## config.mk

```make
export PLATFORM = sky130hd
export DESIGN_NAME = morse_interval_meter
export DESIGN_NICKNAME = d
export VERILOG_FILES = /design/src/rtl/morse_interval_meter.sv
export SDC_FILE = /design/constraint.sdc
export NUM_CORES = 1
export LEC_CHECK = 0
export CORE_ASPECT_RATIO = 0.8
export CORE_MARGIN = 2
export CORE_UTILIZATION = 45
export CTS_CLUSTER_DIAMETER = 40
export DETAILED_ROUTE_END_ITERATION = 8
export GPL_TIMING_DRIVEN = 0
export PLACE_DENSITY_LB_ADDON = 0.25
export SYNTH_ARGS = -nofsm -noshare
export SYNTH_HDL_FRONTEND = slang
export SYNTH_SLANG_ARGS = --single-unit
export TNS_END_PERCENT = 100
```

## constraint.sdc

```tcl
create_clock -name clk -period 5.7 [get_ports clk]
set_clock_uncertainty 0.1 [all_clocks]
set_input_delay 0.57 -clock clk [delete_from_list [all_inputs] [get_ports clk]]
set_output_delay 0.57 -clock clk [all_outputs]
set_load 0.02 [all_outputs]
```

## src/rtl/morse_interval_meter.sv

```systemverilog
// Morse key front end: synchronise and debounce the key, then time press and gap intervals in baud ticks.
// Each finished interval is offered through a one-entry valid/ready register; a full register drops new events and flags overrun.
module morse_interval_meter #(
    parameter int  CLK_F      = 25000000,
    parameter int  TICK_HZ    = 9600,
    parameter int  MAX_TICKS  = 96000,
    parameter int  DEB_CYCLES = 125000,
    localparam int W          = $clog2(MAX_TICKS + 1)
) (
    input  logic         clk,
    input  logic         rst,
    input  logic         start,
    output logic         pressed,
    output logic [W-1:0] ticks,
    output logic         ev_valid,
    input  logic         ev_ready,
    output logic         ev_kind,
    output logic [W-1:0] ev_ticks,
    output logic         ev_sat,
    output logic         overrun
);
    localparam int DIV = CLK_F / TICK_HZ;
    localparam int PW  = $clog2(DIV + 1);
    localparam int DW  = $clog2(DEB_CYCLES + 1);
    localparam logic [W-1:0]  CNT_MAX = W'(MAX_TICKS);
    localparam logic [PW-1:0] PRE_TOP = PW'(DIV - 1);
    localparam logic [DW-1:0] DEB_TOP = DW'(DEB_CYCLES - 1);

    typedef enum logic [1:0] {IDLE, PRESS, GAP} state_t;

    state_t        state_q, state_d;
    logic          sync1_q, sync2_q;
    logic [DW-1:0] deb_q, deb_d;
    logic          pressed_q, pressed_d;
    logic [PW-1:0] pre_q, pre_d;
    logic [W-1:0]  cnt_q, cnt_d, cnt_inc;
    logic          flip, tick;
    logic          emit, emit_kind;
    logic          ev_valid_q, ev_valid_d, ev_kind_q, ev_kind_d, ev_sat_q, ev_sat_d;
    logic [W-1:0]  ev_ticks_q, ev_ticks_d;
    logic          ovr_q, ovr_d;

    always_ff @(posedge clk) begin
        if (rst) begin
            state_q    <= IDLE;
            sync1_q    <= 1'b0;
            sync2_q    <= 1'b0;
            deb_q      <= '0;
            pressed_q  <= 1'b0;
            pre_q      <= '0;
            cnt_q      <= '0;
            ev_valid_q <= 1'b0;
            ev_kind_q  <= 1'b0;
            ev_ticks_q <= '0;
            ev_sat_q   <= 1'b0;
            ovr_q      <= 1'b0;
        end else begin
            state_q    <= state_d;
            sync1_q    <= start;
            sync2_q    <= sync1_q;
            deb_q      <= deb_d;
            pressed_q  <= pressed_d;
            pre_q      <= pre_d;
            cnt_q      <= cnt_d;
            ev_valid_q <= ev_valid_d;
            ev_kind_q  <= ev_kind_d;
            ev_ticks_q <= ev_ticks_d;
            ev_sat_q   <= ev_sat_d;
            ovr_q      <= ovr_d;
        end
    end

    // Same disagreement run length for both directions keeps rise and fall latency equal.
    always_comb begin
        deb_d = '0;
        flip  = 1'b0;
        if (sync2_q != pressed_q) begin
            if (deb_q == DEB_TOP) flip = 1'b1;
            else                  deb_d = deb_q + 1'b1;
        end
    end

    assign pressed_d = pressed_q ^ flip;
    assign tick      = (pre_q == PRE_TOP);
    assign pre_d     = (flip || tick) ? '0 : pre_q + 1'b1;
    // A tick landing on the edge cycle still belongs to the closing interval, so k*DIV cycles reads k.
    assign cnt_inc   = (tick && cnt_q != CNT_MAX) ? cnt_q + 1'b1 : cnt_q;

    always_comb begin
        state_d   = state_q;
        cnt_d     = cnt_inc;
        emit      = 1'b0;
        emit_kind = 1'b0;
        case (state_q)
            IDLE: begin
                cnt_d = '0;
                if (flip) state_d = PRESS;
            end
            PRESS: begin
                if (flip) begin
                    emit    = 1'b1;
                    cnt_d   = '0;
                    state_d = GAP;
                end
            end
            GAP: begin
                if (flip) begin
                    emit      = 1'b1;
                    emit_kind = 1'b1;
                    cnt_d     = '0;
                    state_d   = PRESS;
                end else if (cnt_inc == CNT_MAX) begin
                    emit      = 1'b1;
                    emit_kind = 1'b1;
                    cnt_d     = '0;
                    state_d   = IDLE;
                end
            end
            default: begin
                cnt_d   = '0;
                state_d = IDLE;
            end
        endcase
    end

    always_comb begin
        ev_valid_d = ev_valid_q;
        ev_kind_d  = ev_kind_q;
        ev_ticks_d = ev_ticks_q;
        ev_sat_d   = ev_sat_q;
        ovr_d      = ovr_q;
        if (emit) begin
            if (!ev_valid_q || ev_ready) begin
                ev_valid_d = 1'b1;
                ev_kind_d  = emit_kind;
                ev_ticks_d = cnt_inc;
                ev_sat_d   = (cnt_inc == CNT_MAX);
            end else begin
                ovr_d = 1'b1;
            end
        end else if (ev_valid_q && ev_ready) begin
            ev_valid_d = 1'b0;
        end
    end

    assign pressed  = pressed_q;
    assign ticks    = cnt_q;
    assign ev_valid = ev_valid_q;
    assign ev_kind  = ev_kind_q;
    assign ev_ticks = ev_ticks_q;
    assign ev_sat   = ev_sat_q;
    assign overrun  = ovr_q;
endmodule

```

# After elaboration in Yosys (flattened, before gate mapping)

Cells that the tools add are included.

Input bits: 4
Output and inout port bits: 39
Logic and storage cells: 62
Register bits after elaboration: 72

Equal/unequal tests: 11
Bitwise logic cells: 3
Reduce and logical (&&, ||, !) cells: 13
Add/sub/neg operators: 3
Muxes and demuxes: 20

Operators by type and width:

| cell                                          | number |
|---|---|
| two-way mux 17 bit                            | 4 |
| adder 17 x 1 -> 17 bit, second input constant | 2 |
| == test 17 bit, second input constant         | 2 |
| case mux 17 bit (2 select lines)              | 1 |
| != test 17 bit, second input constant         | 1 |
| adder 12 x 1 -> 12 bit, second input constant | 1 |
| == test 12 bit, second input constant         | 1 |
| two-way mux 1 bit                             | 9 |
| two-way mux 2 bit                             | 4 |
| case mux 2 bit (3 select lines)               | 1 |
| AND reduction 2 bit                           | 3 |
| != test 2 bit, second input constant          | 2 |
| != test 3 bit, second input constant          | 1 |
| AND reduction 3 bit                           | 1 |
| OR reduction 3 bit                            | 1 |
| == test 2 x 1 -> 1 bit, second input constant | 1 |
| == test 2 bit, second input constant          | 1 |
| logical AND 1 bit                             | 2 |
| logical NOT 2 bit                             | 1 |
| logical OR 1 bit                              | 2 |
| != test 2 x 1 -> 1 bit, second input constant | 1 |
| inverter 1 bit                                | 2 |
| case mux 1 bit (2 select lines)               | 1 |
| nonzero test 2 bit                            | 1 |
| other kinds (4)                               | 4 |

# Depth between registers and ports, before layout

Gate-level depths: netlist of the first run.

Depth in word-level cells: 9
Gate-level depth with buffers: 12

# Worst setup path before layout of the first run

OpenSTA, ideal clock, no wires.

Kind: register to register
From: register cnt_q[0] (netlist: ticks[0])
To: register ev_ticks_q[3] (netlist: ev_ticks[3])
Slack: 2.811 ns
Arrival time: 2.646 ns
Setup time: 0.143 ns
Data required time: 5.457 ns
Cell stages (with the launch flop): 11
Period minus slack after synthesis: 2.889 ns
Cell sequence: dfxtp_1 -> ha_1 -> and4_1 -> clkbuf_1 -> or4b_1 -> a211o_1 -> a21oi_2 -> a31oi_2 -> nor2_8 -> buf_6 -> a211oi_1

Longest elaborated chain between the ends: 8

Ends and longest elaborated chain:

| element                                                        | RTL line | text |
|---|---|---|
| from (decl)                                                    | 36       | `logic [W-1:0] cnt_q, cnt_d, cnt_inc;` |
| from (signal assigned)                                         | 64       | `cnt_q <= cnt_d;` |
| branches (longest 2 deep; another with adder 17 x 1 -> 17 bit) | n/a      |  |
| two-way mux 17 bit *                                           | 87       | `assign cnt_inc = (tick && cnt_q != CNT_MAX) ? cnt_q + 1'b1 : cnt_q;` |
| == test 17 bit                                                 | 112      | `end else if (cnt_inc == CNT_MAX) begin` |
| two-way mux 1 bit                                              | 112      |  |
| two-way mux 1 bit                                              | 107      | `if (flip) begin` |
| case mux 1 bit (2 select lines)                                | 94       | `case (state_q)` |
| AND reduction 2 bit (no source line)                           | n/a      |  |
| to (signal assigned)                                           | 67       | `ev_ticks_q <= ev_ticks_d;` |
| to (decl)                                                      | 40       | `logic [W-1:0] ev_ticks_q, ev_ticks_d;` |

Mark *: on every way between the ends.
A chain may end at the register's enable or synchronous reset.

# Worst setup path in the final report of the first run

From: register deb_q[0]
To: register ev_sat_q (netlist: ev_sat)

Longest elaborated chain between the ends: 6

Ends and longest elaborated chain:

| element                                | RTL line | text |
|---|---|---|
| from (decl)                            | 33       | `logic [DW-1:0] deb_q, deb_d;` |
| from (signal assigned)                 | 48       | `deb_q <= '0;` |
| from (signal assigned)                 | 61       | `deb_q <= deb_d;` |
| == test 17 bit *                       | 78       | `if (deb_q == DEB_TOP) flip = 1'b1;` |
| two-way mux 1 bit *                    | 78       |  |
| two-way mux 1 bit *                    | 77       | `if (sync2_q != pressed_q) begin` |
| two-way mux 1 bit (on tied branches)   | 107, 100 |  |
| case mux 1 bit (2 select lines) *      | 94       |  |
| AND reduction 2 bit (no source line) * | n/a      |  |
| to (signal assigned)                   | 68       | `ev_sat_q <= ev_sat_d;` |
| to (decl)                              | 39       | `logic ev_valid_q, ev_valid_d, ev_kind_q, ev_kind_d, ev_sat_q, ev_sat_d;` |

Mark *: on every way between the ends. The rest lies on a longest branch, timed or not.

==> metrics.md, run 1 <==
| Metric | Value |
|---|---|
| Commonest cells after routing, fill and taps aside | `dfxtp_1 (72), nor2_1 (59), clkdlybuf4s50_1 (42), nand2_1 (26), nand3_1 (23)` |
| Worst hold path class | `register to register` |
| YS warnings | `0` |
| PortBufs | `42` |
| Root buf cell | `clkbuf_8` |
| Worst-case clock buffer depth | `2` |
| FILL cells | `719` |
| Leak | `1.43 nW` |
| Register bit total from synthesis | `72` |
| Final instance count without filler cells | `576` |
| HPWL after DPL | `6340 um` |
| Post-synth top flop | `dfxtp_1` |
| Crit share post-route | `63.9%` |
| Status | `finished clean` |
| Nature of the critical path endpoint | `register` |
| Setup crit start kind | `register` |
| Netlist Area Pre-Place | `3640 um2` |
| Reg2reg setup slack | `2.06 ns` |
| Most common cell after layout, fill and taps aside | `dfxtp_1` |
| Synth cell types | `58` |
| DRC violations left | `0` |
| Detailed Route Iter0 Violations | `186` |
| Die Y | `84.5 um` |
| Drt pass-1 iters | `4` |
| Via Count | `3,087` |
| Clk slew on worst S/H paths | `0.08 ns` |
| FP Rows | `29` |
| EDFF count, synth | `0` |
| Peak Freq | `274 MHz` |
| Worst ir drop on vdd | `0.000110 V` |
| CTS tree | `done` |
| Fin Hold WS | `0.340 ns` |
| Clk_lat worst skew | `0.35 ns` |
| Final Max Slew Viols | `0` |
| Aggregate global routing overflow | `0` |
| Die area | `8830 um2` |
| Fraction of registers with async set/reset | `0%` |
| Register area | `1440 um2` |
| Area Growth Syn to Fin | `20.6%` |
| Worst EP arrival | `3.82 ns` |
| Vias in the first global route | `2,859` |
| Post-route minimum period | `3.64 ns` |
| Largest net degree at the start of global routing | `14` |
| # IOs | `43` |
| Worst-Margin Slew | `1.20 ns` |
| DR vias/cell | `5.36` |
| Ant diodes | `0` |
| Max Cap Viol | `0` |
| Synth Net Count | `422` |
| Crit path buf inv count | `1` |
| Critical-path maximum fanout | `10` |
| Post-CTS setup buffers | `0` |
| Register area share after synthesis | `39.6%` |
| Cell count after placement | `560` |
| Total power | `0.927 mW` |
| Initial core utilization | `46.2%` |
| FF-to-FF End | `ev_sat` |
| Total Nets Final | `475` |
| Multi-input gate area | `2010 um2` |
| Unrepaired setup endpoints after global routing | `no` |
| CP max-delay cell | `nor4_1` |
| Routed wire per std cell | `14.8 um` |
| Core Area | `7870 um2` |
| Tot GR Track Use | `20.0%` |
| Setup_tns | `0 ns` |
| Routed Antenna Nets | `0` |
| Layout cells sized above 1 | `13.2%` |
| Post_cts resized | `0` |
| Post-route setup slack | `2.06 ns` |
| Worst rel slew slack | `19.6%` |
| Routability congestion estimate | `0.902` |
| Worst Hold Depth | `1` |
| CP Class | `register to register` |
| Required @ worst endpoint | `5.88 ns` |
| DP Worst Slack | `2.19 ns` |
| Worst reg-to-reg path cell count | `9` |
| Mapped Avg Cell Area | `8.88 um2` |
| Hold EP | `sync2_q` |
| Cell Chain, Critical Path | `ha_1 > nor4b_1 > nand4_1 > nor4_1 > a21oi_1 > nor2_2 > buf_4 > nand4_1 > a21oi_1` |
| Global-route wire length before repair | `14,000 um` |
| H-tree depth | `3` |
| Top cell family by delay on the critical path | `simple AND/OR/NAND/NOR gates` |
| Synthesized instance count | `410` |
| Hold buffers post-CTS | `0` |
| Pwr dens | `211 nW/um2` |
| Antenna violations before repair | `0` |
| Critical path's largest stage delay | `0.98 ns` |
| Die X | `105 um` |
| Reg2reg start | `deb_q[0]` |
| Hold Vio Cnt, Final | `0` |
| Worst Hold Launch | `sync1_q` |
| Clock sink total | `72` |
| Routed WL | `8500 um` |
| Final setup violation count | `0` |
| Num CTS Buffers | `9` |
cell type report:
| class | count | area share, % |
|---|---|---|
| Sequential cell | 72 | 32.8 |
| Buffer | 22 | 3.16 |
| Clock buffer | 10 | 2.91 |
| Clock inverter | 6 | 1.54 |
| Multi-Input combinational cell | 303 | 45.8 |
| Timing Repair Buffer | 42 | 9.57 |
| Inverter | 13 | 1.11 |
| Tap cell | 108 | 3.08 |
worst max-delay path by stage:
stage	endpoint	slack (ns)	cells after the start	startpoint
finish	ev_sat	2.06	9	deb_q[0]
global route	ev_sat	1.86	9	deb_q[0]
CTS	ev_sat	2.12	9	deb_q[0]
detailed placement	ev_sat	2.19	9	deb_q[0]
global placement	ev_sat	2.20	9	deb_q[0]
floorplan	ev_ticks[3]	2.81	10	ticks[0]
registers in the layout, summed over array words and instances, names as in the netlist, named ones only:
register / count
ticks: 17
pre_q: 12
overrun: 1
ev_kind: 1
sync2_q: 1
ev_valid: 1
ev_sat: 1
deb_q: 17
sync1_q: 1
ev_ticks: 17
state_q: 2
through the flow:
stage	util, %	area (um2)
after global placement	53.3	4200
after global routing	55.8	4390
final	55.8	4390
after detailed placement	53.3	4200
after CTS	55.8	4390
after floorplan	-	3640
worst reg2reg max path, stage by stage (launching register included):
cell	delay, ns
dfxtp_1	0.44
ha_1	0.28
nor4b_1	0.35
nand4_1	0.17
nor4_1	0.98
a21oi_1	0.28
nor2_2	0.37
buf_4	0.29
nand4_1	0.14
a21oi_1	0.17
synth_stat cells, types with 2 or more instances:
cell	number	area, um2
dfxtp_1	72	1440
nor2_1	59	221
nand2_1	26	97.6
nand3_1	23	115
xnor2_1	22	193
xor2_1	17	149
a21oi_1	16	80.1
and3_1	15	93.8
a211oi_2	14	175
inv_1	13	48.8
nor3_1	12	60.1
a21oi_2	10	87.6
clkbuf_1	9	33.8
o21ai_0	9	45.0
ha_1	8	100
a211oi_1	5	37.5
buf_2	5	25.0
buf_4	5	37.5
nand4_1	5	31.3
nor2b_1	5	31.3
mux2i_1	4	40.0
nand3b_1	4	30.0
nor4_1	4	25.0
or3_1	4	25.0
and4_1	3	26.3
nand2b_1	3	18.8
nor4b_1	3	26.3
and2_1	2	12.5
buf_6	2	22.5
o31ai_1	2	15.0
or4_1	2	15.0
layer usage:
metal  global-route usage (%)  routed length [um]  up-vias
li1                         -                   -     1548
met1                     29.4                4480     1453
met2                     28.3                3500       70
met3                     4.43                 367       16
met4                     7.99                 155        0
met5                        0                   0        -
report_power, final:
group	internal [mW]	switching (mW)	total, mW
registers	0.505	0.00221	0.507
logic	0.00547	0.00888	0.0144
clock network	0.205	0.200	0.405
total	0.715	0.211	0.927
logic make-up (layout without fill, tap and decap cells):
group | count (synthesis) | after routing | share of synthesized area, %
muxes | 4 | 4 | 1.10
adders and majority gates | 8 | 8 | 2.75
xor gates and xnor gates | 39 | 39 | 9.38
buffers and inverters | 35 | 93 | 5.15
AOI/OAI and AO/OA | 72 | 72 | 16.0
DFF | 72 | 72 | 39.6
and+or+nand+nor | 180 | 180 | 26.0
Note: power is estimated with default switching activity, not from simulation.
==> run 2, diff against run 1 <==
clock period = 3.6 ns   (was 5.7 ns; I/O delays follow)
==> metrics.md, run 2 (synthesized netlist as in run 1, its figures left out) <==
| Metric | Value |
|---|---|
| Status | `finished clean` |
| Clk_lat worst skew | `0.35 ns (about the same)` |
| Critical path's largest stage delay | `0.46 ns (-0.52 ns)` |
| Worst EP arrival | `3.41 ns (-0.41 ns)` |
| Vias in the first global route | `2,859 (unchanged)` |
| Worst Hold Launch | `sync1_q` |
| Setup_tns | `0 ns (unchanged)` |
| Routed metal-1 wirelength | `4440 um (-0.78%)` |
| Crit share post-route | `91.8% (+28 points)` |
| Detailed Route Iter0 Violations | `191 (+2.7%)` |
| CTS tree | `done` |
| Layout cells sized above 1 | `13.5% (+0.21 points)` |
| Die area | `8830 um2 (unchanged)` |
| Final Max Slew Viols | `0 (unchanged)` |
| Routed Antenna Nets | `0 (unchanged)` |
| Required @ worst endpoint | `3.71 ns (-2.17 ns)` |
| CP Launch Point | `ticks[1]` |
| Nature of the critical path endpoint | `register` |
| Ant diodes | `0 (unchanged)` |
| Met2 Wirelength | `3480 um (-0.51%)` |
| Global-route wire length before repair | `14,000 um (unchanged)` |
| Initial core utilization | `46.2% (unchanged)` |
| Clk slew on worst S/H paths | `0.08 ns (about the same)` |
| Worst-Margin Slew | `0.775 ns (-0.420 ns)` |
| PortBufs | `42 (unchanged)` |
| Top cell family by delay on the critical path | `simple AND/OR/NAND/NOR gates` |
| Routed WL | `8500 um (unchanged)` |
| FP Rows | `29 (unchanged)` |
| Routability congestion estimate | `0.902 (unchanged)` |
| Critical-path maximum fanout | `10 (unchanged)` |
| Unrepaired setup endpoints after global routing | `no` |
| Num CTS Buffers | `9 (unchanged)` |
| Die X | `105 um (unchanged)` |
| Antenna violations before repair | `0 (unchanged)` |
| Post-route setup slack | `0.295 ns (-1.76 ns)` |
| CP Class | `register to register` |
| Final instance count without filler cells | `576 (unchanged)` |
| Leak | `1.43 nW (+0.11%)` |
| Crit path buf inv count | `2 (+1)` |
| Via Count | `3,101 (+0.45%)` |
| DP Worst Slack | `0.0864 ns (-2.10 ns)` |
| Highest routed metal layer | `met4` |
| Area Growth Syn to Fin | `21.0%` |
| Commonest cells after routing, fill and taps aside | `dfxtp_1 (72), nor2_1 (59), clkdlybuf4s50_1 (42), nand2_1 (26), nand3_1 (23)` |
| Hold buffers post-CTS | `0 (unchanged)` |
| Clock sink total | `72 (unchanged)` |
| Routed wire per std cell | `14.8 um (unchanged)` |
| Core Area | `7870 um2 (unchanged)` |
| Worst ir drop on vdd | `0.000174 V (+58%)` |
| Cell count after placement | `560 (unchanged)` |
| Max Cap Viol | `0 (unchanged)` |
| Aggregate global routing overflow | `0 (unchanged)` |
| Tot GR Track Use | `20.0% (unchanged)` |
| Setup crit start kind | `register` |
| Final core utilization | `56.0% (+0.17 points)` |
| H-tree depth | `3 (unchanged)` |
| Peak Freq | `303 MHz (+10%)` |
| Worst rel slew slack | `47.8% (+28 points)` |
| Worst hold path class | `register to register` |
| Root buf cell | `clkbuf_8` |
| Worst-case clock buffer depth | `2 (unchanged)` |
| Total Nets Final | `475 (unchanged)` |
| Post-route minimum period | `3.30 ns (-0.338 ns)` |
| DR vias/cell | `5.38 (+0.45%)` |
| Met3 wire length | `420 um (+14%)` |
| Reg2reg start | `ticks[1]` |
| DRC violations left | `0 (unchanged)` |
| Hold Vio Cnt, Final | `0 (unchanged)` |
| Most common cell after layout, fill and taps aside | `dfxtp_1` |
| Total power | `1.47 mW (+58%)` |
| Cell Chain, Critical Path | `ha_1 > and4_1 > clkbuf_1 > nand2_1 > nor3_1 > xnor2_1 > nor4b_4 > a31oi_1 > o21bai_4 > buf_4 > nor2_1` |
| # IOs | `43 (unchanged)` |
| Die Y | `84.5 um (unchanged)` |
| CP max-delay cell | `dfxtp_1` |
| Drt pass-1 iters | `4 (unchanged)` |
| Pwr dens | `333 nW/um2 (+58%)` |
| Largest net degree at the start of global routing | `14 (unchanged)` |
| HPWL after DPL | `6340 um (unchanged)` |
| Final setup violation count | `0 (unchanged)` |
==> run 2: final cells by class <==
| type | count | area [um2] |
|---|---|---|
| plain buffers | 22 | 139 |
| clock buffers | 10 | 128 |
| clock inverters | 6 | 67.6 |
| fillers | 715 | 3470 |
| inverters | 13 | 48.8 |
| multi-input cells | 303 | 2030 |
| flip-flops and latches | 72 | 1440 |
| well taps | 108 | 135 |
| repair buffers | 42 | 420 |
==> run 2: worst reg2reg max path, cell delays in order (launching register included) <==
cell      delay (ns)
dfxtp_1         0.46
ha_1            0.24
and4_1          0.21
clkbuf_1        0.26
nand2_1         0.19
nor3_1          0.20
xnor2_1         0.24
nor4b_4         0.44
a31oi_1         0.27
o21bai_4        0.28
buf_4           0.24
nor2_1          0.06
==> run 2: per-layer routing <==
metal,GRT usage (%),up-vias
met1,29.4,1443
met5,0,-
met3,4.43,16
li1,-,1553
met2,28.3,89
met4,7.99,0
==> run 2: timing repair <==
action / in CTS / in global routing
buffers inserted: 0 / 0
endpoints found under the setup margin: 0 / 20
gates resized for setup: 0 / 2
endpoints found under the hold margin: 0 / 0
==> run 2: where the power goes <==
| part | internal [mW] | total, mW | switching (mW) |
|---|---|---|---|
| Sequential | 0.800 | 0.803 | 0.00350 |
| Clock | 0.324 | 0.640 | 0.316 |
| Combinational | 0.00867 | 0.0227 | 0.0141 |
==> run 2: final timing paths <==
kind                            depth (start not counted)  slack [ns]         to
worst min-delay path                                    1        0.34    sync2_q
worst max register to register                         11        0.30  ticks[10]
worst min register to register                          1        0.34    sync2_q
worst max-delay path                                   11        0.30  ticks[10]
==> run 2: through the flow <==
| step | cell area, um2 | hold slack (ns) |
|---|---|---|
| after floorplan | 3640 | 0.314 |
| after global placement | 4200 | 0.320 |
| after detailed placement | 4200 | 0.343 |
| after CTS | 4390 | 0.349 |
| after global routing | 4410 | 0.359 |
| final | 4410 | 0.339 |
==> run 3, diff against run 2 <==
CORE_UTILIZATION = 50   (was 45)
MAX_ROUTING_LAYER = met4   (was unset)
SKIP_CTS_REPAIR_TIMING = 1   (was unset)
==> metrics.md, run 3 (synthesized netlist as in run 1, its figures left out) <==
| Metric | Value |
|---|---|
| Routability congestion estimate | `0.915 (+1.5%)` |
| Required @ worst endpoint | `3.76 ns (+0.05 ns)` |
| Root buf cell | `clkbuf_8` |
| Crit path buf inv count | `1 (-1)` |
| Status | `finished clean` |
| DR vias/cell | `5.67 (+5.4%)` |
| Clock sink total | `72 (unchanged)` |
| Total power | `1.54 mW (+4.9%)` |
| Die area | `7980 um2 (-9.6%)` |
| Post-route minimum period | `3.26 ns (-0.0464 ns)` |
| Ant diodes | `0 (unchanged)` |
| Core Area | `6960 um2 (-12%)` |
| Unrepaired setup endpoints after global routing | `no` |
| Tot GR Track Use | `23.2% (+3.2 points)` |
| Total Nets Final | `476 (+0.21%)` |
| Pwr dens | `349 nW/um2 (+4.8%)` |
| Worst rel slew slack | `49.5% (+1.7 points)` |
| Global-route wire length before repair | `14,100 um (+0.54%)` |
| DRC violations left | `0 (unchanged)` |
| Setup crit start kind | `register` |
| Antenna violations before repair | `0 (unchanged)` |
| Routed Antenna Nets | `0 (unchanged)` |
| Worst hold path class | `register to register` |
| Most common cell after layout, fill and taps aside | `dfxtp_1` |
| FILL cells | `583 (-18%)` |
| Drt pass-1 iters | `4 (unchanged)` |
| Multi-input gate area | `2030 um2 (unchanged)` |
| Final Max Slew Viols | `0 (unchanged)` |
| Initial core utilization | `52.3% (+6.1 points)` |
| Vias in the first global route | `2,900 (+1.4%)` |
| Register area | `1440 um2 (unchanged)` |
| Worst Hold Launch | `sync1_q` |
| Via Count | `3,155 (+1.7%)` |
| Worst-case clock buffer depth | `2 (unchanged)` |
| Final setup violation count | `0 (unchanged)` |
| Clk slew on worst S/H paths | `0.08 ns (about the same)` |
| Clk_lat worst skew | `0.36 ns (about the same)` |
| Hold Vio Cnt, Final | `0 (unchanged)` |
| H-tree depth | `3 (unchanged)` |
| Max Cap Viol | `0 (unchanged)` |
| Reg2reg start | `deb_q[0]` |
| Top cell family by delay on the critical path | `simple AND/OR/NAND/NOR gates` |
| HPWL after DPL | `6300 um (-0.65%)` |
| CP max-delay cell | `nor4_2` |
| Crit share post-route | `90.5% (-1.3 points)` |
| Largest net degree at the start of global routing | `14 (unchanged)` |
| Routed WL | `8510 um (+0.15%)` |
| Peak Freq | `307 MHz (+1.4%)` |
| Area Growth Syn to Fin | `21.1%` |
| Worst EP arrival | `3.42 ns (about the same)` |
| CTS tree | `done` |
| CP Launch Point | `deb_q[0]` |
| Die X | `99.4 um (-4.9%)` |
| Layout cells sized above 1 | `13.6% (+0.18 points)` |
| Nature of the critical path endpoint | `register` |
| Commonest cells after routing, fill and taps aside | `dfxtp_1 (72), nor2_1 (59), clkdlybuf4s50_1 (42), nand2_1 (26), nand3_1 (23)` |
| Die Y | `80.3 um (-4.9%)` |
| Worst ir drop on vdd | `0.000262 V (+50%)` |
| Fin Hold WS | `0.345 ns (+0.00588 ns)` |
| CP Class | `register to register` |
| Critical path's largest stage delay | `0.63 ns (+0.17 ns)` |
| Detailed Route Iter0 Violations | `232 (+21%)` |
| Aggregate global routing overflow | `0 (unchanged)` |
| FP Rows | `27 (-6.9%)` |
| Num CTS Buffers | `9 (unchanged)` |
| Worst-Margin Slew | `0.749 ns (-0.0254 ns)` |
| Critical-path maximum fanout | `10 (unchanged)` |
| Routed wire per std cell | `15.3 um (+3.8%)` |
| Cell Chain, Critical Path | `ha_1 > nor4b_1 > nand4_1 > nor4_2 > a21oi_1 > nor2_2 > buf_4 > a21oi_2 > a211oi_2` |
| # IOs | `43 (unchanged)` |
| PortBufs | `42 (unchanged)` |
| Reg2reg setup slack | `0.34 ns (+0.05 ns)` |
| Leak | `1.45 nW (+1.6%)` |
[run 3: power by group]
| group | total [mW] | internal (mW) | leakage, nW | switching (mW) |
|---|---|---|---|---|
| clock network | 0.710 | 0.394 | 0.111 | 0.316 |
| registers | 0.803 | 0.800 | 0.581 | 0.00344 |
| logic | 0.0236 | 0.00874 | 0.759 | 0.0149 |
[run 3: cell type report]
type                    instances  share of cell area, %
clock buffers                  10                   2.89
well taps                      87                   2.47
clock inverters                 6                   2.07
plain buffers                  22                   3.15
multi-input cells             303                   45.9
inverters                      13                   1.11
repair buffers                 43                   9.70
flip-flops and latches         72                   32.7
[run 3: worst register-to-register path, stage by stage (launching register included)]
cell and delay (ns):
dfxtp_1 0.42, ha_1 0.27, nor4b_1 0.33, nand4_1 0.21, nor4_2 0.63, a21oi_1 0.23
nor2_2 0.38, buf_4 0.30, a21oi_2 0.08, a211oi_2 0.21
[run 3: metal layers]
layer / track usage (%) / part of all wire (%) / up-vias
met2: 34.6 / 45 / 108
met1: 30.6 / 47 / 1486
met4: 8.49 / 0.82 / 0
met3: 5.83 / 7.4 / 10
met5: - / 0 / -
li1: - / - / 1551
[run 3: worst paths after layout]
kind                                endpoint  depth (start not counted)
worst min-delay path                 sync2_q                          1
worst max-delay path            ev_ticks[16]                          9
worst max register to register  ev_ticks[16]                          9
worst min register to register       sync2_q                          1
[run 3: per-stage QoR]
stage / worst slack, ns / TNS (ns) / area (um2) / util, % / cells
2_1_floorplan: 0.711 / 0 / 3640 / - / 410
3_3_place_gp: 0.0678 / 0 / 4170 / 59.9 / 539
3_5_place_dp: 0.0584 / 0 / 4170 / 59.9 / 539
4_1_cts: -0.00317 / -0.00317 / 4390 / 63.1 / 555
5_1_grt: 0.0994 / 0 / 4410 / 63.4 / 556
6_report: 0.342 / 0 / 4410 / 63.4 / 556
